## config.mk

```make
export PLATFORM = sky130hd
export DESIGN_NAME = clk_div_prog
export DESIGN_NICKNAME = d
export VERILOG_FILES = /design/src/rtl/clk_div_pkg.sv /design/src/rtl/clk_div_core.sv /design/src/rtl/clk_div_prog.sv
export SDC_FILE = /design/constraint.sdc
export NUM_CORES = 1
export LEC_CHECK = 0
export BUFFER_PORTS_ARGS = -buffer_cell sky130_fd_sc_hd__buf_2
export CAP_MARGIN = 5
export CELL_PAD_IN_SITES_DETAIL_PLACEMENT = 0
export CELL_PAD_IN_SITES_GLOBAL_PLACEMENT = 1
export CORE_ASPECT_RATIO = 0.9
export CORE_MARGIN = 10
export CORE_UTILIZATION = 40
export DETAILED_ROUTE_END_ITERATION = 8
export GPL_TIMING_DRIVEN = 1
export HOLD_SLACK_MARGIN = 0.1
export PLACE_DENSITY_LB_ADDON = 0.1
export RECOVER_POWER = 25
export SETUP_SLACK_MARGIN = 0.1
export SYNTH_ARGS = -nofsm -noshare
export SYNTH_HDL_FRONTEND = slang
export SYNTH_SLANG_ARGS = --single-unit
export TNS_END_PERCENT = 100
```

## constraint.sdc

```tcl
create_clock -name clk_in -period 3.15 [get_ports clk_in]
set_input_delay 0 -clock clk_in [delete_from_list [all_inputs] [get_ports clk_in]]
set_output_delay 0 -clock clk_in [all_outputs]
set_load 0.02 [all_outputs]
```

## src/rtl/clk_div_pkg.sv

```systemverilog
// Shared constants and divisor clamp helper
// for the programmable clock divider.
package clk_div_pkg;
  localparam int DIV_W_DEF = 8;
  localparam int DEFAULT_DIV_DEF = 4;
  localparam int unsigned MIN_DIV = 2;

  function automatic int unsigned clamp_div(
    input int unsigned v
  );
    return (v < MIN_DIV) ? MIN_DIV : v;
  endfunction
endpackage

```

## src/rtl/clk_div_core.sv

```systemverilog
// Divider core: period counter, phase flops
// and 50% duty clock generation.
module clk_div_core
  import clk_div_pkg::*;
#(
  parameter int DIV_W = DIV_W_DEF,
  parameter int DEFAULT_DIV = DEFAULT_DIV_DEF
) (
  input  logic             clk_in,
  input  logic             rst_n,
  input  logic [DIV_W-1:0] i_div,
  input  logic             i_start,
  output logic             o_bound,
  output logic             o_clk
);

  logic [DIV_W-1:0] r_cnt;
  logic [DIV_W-1:0] w_inc;
  logic [DIV_W:0]   w_half;
  logic             w_p_nxt;
  logic             r_p;
  logic             r_q;

  assign w_inc   = r_cnt + DIV_W'(1);
  assign w_half  = ({1'b0, i_div}
                 + {{DIV_W{1'b0}}, 1'b1}) >> 1;
  assign o_bound = (r_cnt == i_div - DIV_W'(1));
  assign w_p_nxt = ({1'b0, w_inc} < w_half);

  // Stopped state parks cnt at N-1 so the
  // boundary stays visible for a restart.
  always_ff @(posedge clk_in or negedge rst_n) begin
    if (!rst_n) begin
      r_cnt <= DIV_W'(DEFAULT_DIV - 1);
      r_p   <= 1'b0;
    end else if (i_start) begin
      r_cnt <= '0;
      r_p   <= 1'b1;
    end else if (o_bound) begin
      r_p   <= 1'b0;
    end else begin
      r_cnt <= w_inc;
      r_p   <= w_p_nxt;
    end
  end

  always_ff @(negedge clk_in or negedge rst_n) begin
    if (!rst_n) r_q <= 1'b0;
    else        r_q <= r_p;
  end

  // Odd N trims half a cycle off the rise.
  assign o_clk = i_div[0] ? (r_p & r_q) : r_p;

endmodule

```

## src/rtl/clk_div_prog.sv

```systemverilog
// Programmable clock divider: divisor staging,
// run control and rising-edge strobe.
module clk_div_prog
  import clk_div_pkg::*;
#(
  parameter int DIV_W = DIV_W_DEF,
  parameter int DEFAULT_DIV = DEFAULT_DIV_DEF
) (
  input  logic             clk_in,
  input  logic             rst_n,
  input  logic             en,
  input  logic [DIV_W-1:0] div_val,
  input  logic             div_load,
  output logic             clk_out,
  output logic             clk_pulse,
  output logic [DIV_W-1:0] cur_div
);

  localparam logic [DIV_W-1:0] RST_DIV =
    DIV_W'(DEFAULT_DIV);

  logic [DIV_W-1:0] r_pend;
  logic [DIV_W-1:0] r_div;
  logic [DIV_W-1:0] w_clamp;
  logic [DIV_W-1:0] w_next;
  logic             w_bound;
  logic             w_start;
  logic             r_pulse;

  assign w_clamp = DIV_W'(clamp_div(32'(div_val)));
  // A strobe on the boundary edge itself wins.
  assign w_next  = div_load ? w_clamp : r_pend;
  assign w_start = w_bound & en;

  always_ff @(posedge clk_in or negedge rst_n) begin
    if (!rst_n) begin
      r_pend  <= RST_DIV;
      r_div   <= RST_DIV;
      r_pulse <= 1'b0;
    end else begin
      if (div_load) r_pend <= w_clamp;
      if (w_start)  r_div  <= w_next;
      r_pulse <= w_start;
    end
  end

  assign cur_div   = r_div;
  assign clk_pulse = r_pulse;

  clk_div_core #(
    .DIV_W       (DIV_W),
    .DEFAULT_DIV (DEFAULT_DIV)
  ) u_core (
    .clk_in  (clk_in),
    .rst_n   (rst_n),
    .i_div   (r_div),
    .i_start (w_start),
    .o_bound (w_bound),
    .o_clk   (clk_out)
  );

endmodule

```

==> out/results.txt <==
status: complete, no violations
Clock Skew: 0.0144 ns
share of the synthesized area in the top cell type: 31.8%
Crit-path slowest cell: or4_4
max-slew violation count: 0
Post-DP HPWL: 2800 um
Initial DRC Count: 53
DRT Wirelength: 3790 um
first-pass GRT wire length: 6570 um
post-synthesis net count: 190
hold_buf cts: 11
CTS tree: yes
GRT Overall Usage: 11.4%
H-tree depth: 1
via count: 1264
Critical Path Start: cur_div[0]$_DFFE_PN0P_
Max Clock Freq: 0.393 GHz
Die ar.: 7360 um2
clk buf depth: 2
crit path launch type: register
Layout Nets: 219
Commonest cells post-synth: dfrtp_1, nor2_1, xnor2_1, ha_1, a21oi_1
Crit path required time: 3.36 ns
Crit path largest cell delay: 0.58 ns
maxcap violations: 0
Hold Startpoint: en
post-CTS resize count: 0
P_leak: 0.919 nW
register area share after synthesis: 39.3%
Worst Hold Depth: 3
post-synth top area cell: dfrtp_1
Chip Width: 89.3 um
CP Max Fanout: 16
Final Cycle Share: 80.7%
slew margin rel.: 67.3%
Fin Setup TNS: 0 ns
mapped cell area: 1730 um2
worst r2r path cells: 7
EDFF count, synth: 0
maximum VDD drop: 0.000366 V
worst-margin pin slew: 0.486 ns
post-CTS setup buffer count: 0
WS Path Type: reg -> reg
GPL Wtd Cong: 0.764
vias in the first global route: 1357
Post-synth top flop: dfrtp_1
Final min period: 2.54 ns
CTS Root Cell: clkbuf_8
Unique masters post-synth: 44
initial antenna violation count: 0
IO Count: 22
Syn Inst Count: 168
worst r2r src: cur_div[0]$_DFFE_PN0P_
total core area: 4130 um2
post-route ant nets: 0
Critical Path AT: 2.76 ns
Syn Area/Cell: 10.3 um2
DR DRC count: 0
Critical Path Stages: 7
Hold Path Class: in -> reg
clock slew at reported path FFs: 0.09 ns
flops & latches, synth: 27
die height: 82.4 um
worst path bufs/invs: 1
post-DR wirelength/cell: 15.5 um
FP Rows: 22
power per cell area: 709 nW/um2
Top delay family on crit path: simple AND/OR/NAND/NOR gates
worst-skew pair later-pin latency: 0.28 ns
final hold viol count: 0
pin count of the biggest net entering global routing: 28
leading cell type by number of instances after synthesis: dfrtp_1
synthesis-to-layout area growth: 17.0%
Setup crit end kind: register
unrepaired setup endpoints after global routing: false
vias per cell: 5.18
DRT Pass-1 Iters: 4
synth warn: 0
antenna fix cells: 0
fin util: 49.0%
# port buffers: 21
Synth area leaders: dfrtp_1, ha_1, mux2_4
Num CTS Buffers: 3
Clock Sinks: 27
Initial Util: 41.9%
Final Setup Violations: 0
critical path cell sequence: or4_4 -> nor4_1 -> a211oi_1 -> a211oi_4 -> buf_4 -> mux2i_1 -> a21o_1
FFs w/ async S/R, synth: 100%
share of cells above drive strength 1: 25.0%
GRT overflow: 0
==> area by class of cell <==
type / count / area [um2]
fillers: 408 / 2100
multi-input cells: 125 / 986
flip-flops and latches: 27 / 681
repair buffers: 34 / 230
well taps: 48 / 60.1
clock buffers: 4 / 45.0
inverters: 6 / 22.5
==> stage by stage <==
step / hold WS [ns] / instance area, um2 / worst slack (ns) / power [mW] / instances
after floorplan: -0.296 / 1730 / 0.665 / 1.08 / 168
after global placement: 0.0188 / 1870 / 0.663 / 1.23 / 229
after detailed placement: 0.0202 / 1870 / 0.603 / 1.24 / 229
after CTS: 0.104 / 2020 / 0.590 / 1.46 / 244
after global routing: 0.135 / 2020 / 0.318 / 1.58 / 244
final: 0.112 / 2020 / 0.607 / 1.43 / 244
==> metal layers <==
metal / wire length [um] / GRT usage [%] / up-vias
li1: - / - / 641
met1: 1910 / 15.1 / 605
met2: 1680 / 18.3 / 16
met3: 174 / 3.13 / 2
met4: 25 / 2.38 / 0
met5: 0 / 0 / -
==> kinds of logic after synthesis <==
kind of cell / Yosys count / share of synthesized area, %
and+or+nand+nor: 55 / 17.9
buffers and inverters: 16 / 3.69
adders and majority gates: 10 / 7.23
xor gates and xnor gates: 19 / 9.62
muxes: 16 / 12.0
DFF: 27 / 39.3
AOI/OAI and AO/OA: 25 / 10.3
==> sequential cells by signal, indices dropped and copies added (netlist names) <==
register,flops
clk_pulse,1
cur_div,8
r_pend,8
u_core.r_cnt,8
u_core.r_p,1
u_core.r_q,1
==> path summary, 6_finish.rpt <==
kind / endpoint / slack (ns)
setup / recovery: u_core.r_cnt[2]$_DFFE_PN0P_ / 0.61
hold / removal: u_core.r_cnt[0]$_DFFE_PN1P_ / 0.11
setup reg to reg: u_core.r_cnt[2]$_DFFE_PN0P_ / 0.61
hold reg to reg: r_pend[4]$_DFF_PN0_ / 0.51
max in group asynchronous: u_core.r_q$_DFF_NN0_ / 1.16
min in group asynchronous: r_pend[0]$_DFF_PN0_ / 0.25
==> power breakdown <==
group	switching, mW	internal, mW
sequential	0.147	0.448
clock	0.102	0.0905
combinational	0.319	0.328
total	0.568	0.866
==> worst register-to-register path, cell delays in order (launching register included) <==
cell and delay (ns):
dfrtp_1 0.48, or4_4 0.58, nor4_1 0.32, a211oi_1 0.13, a211oi_4 0.37, buf_4 0.28, mux2i_1 0.20, a21o_1 0.13
==> layout by cell type, fill, tap and decap left out, drive strengths merged, types with 8 or more instances in the layout <==
master	n
dlygate4sd3	11
nand2	8
nor2	12
xor2	8
dfrtp	22
buf	23
a21oi	9
mux2	14
ha	10
nand3	8
xnor2	11
Power figures use the tool's default switching activity.
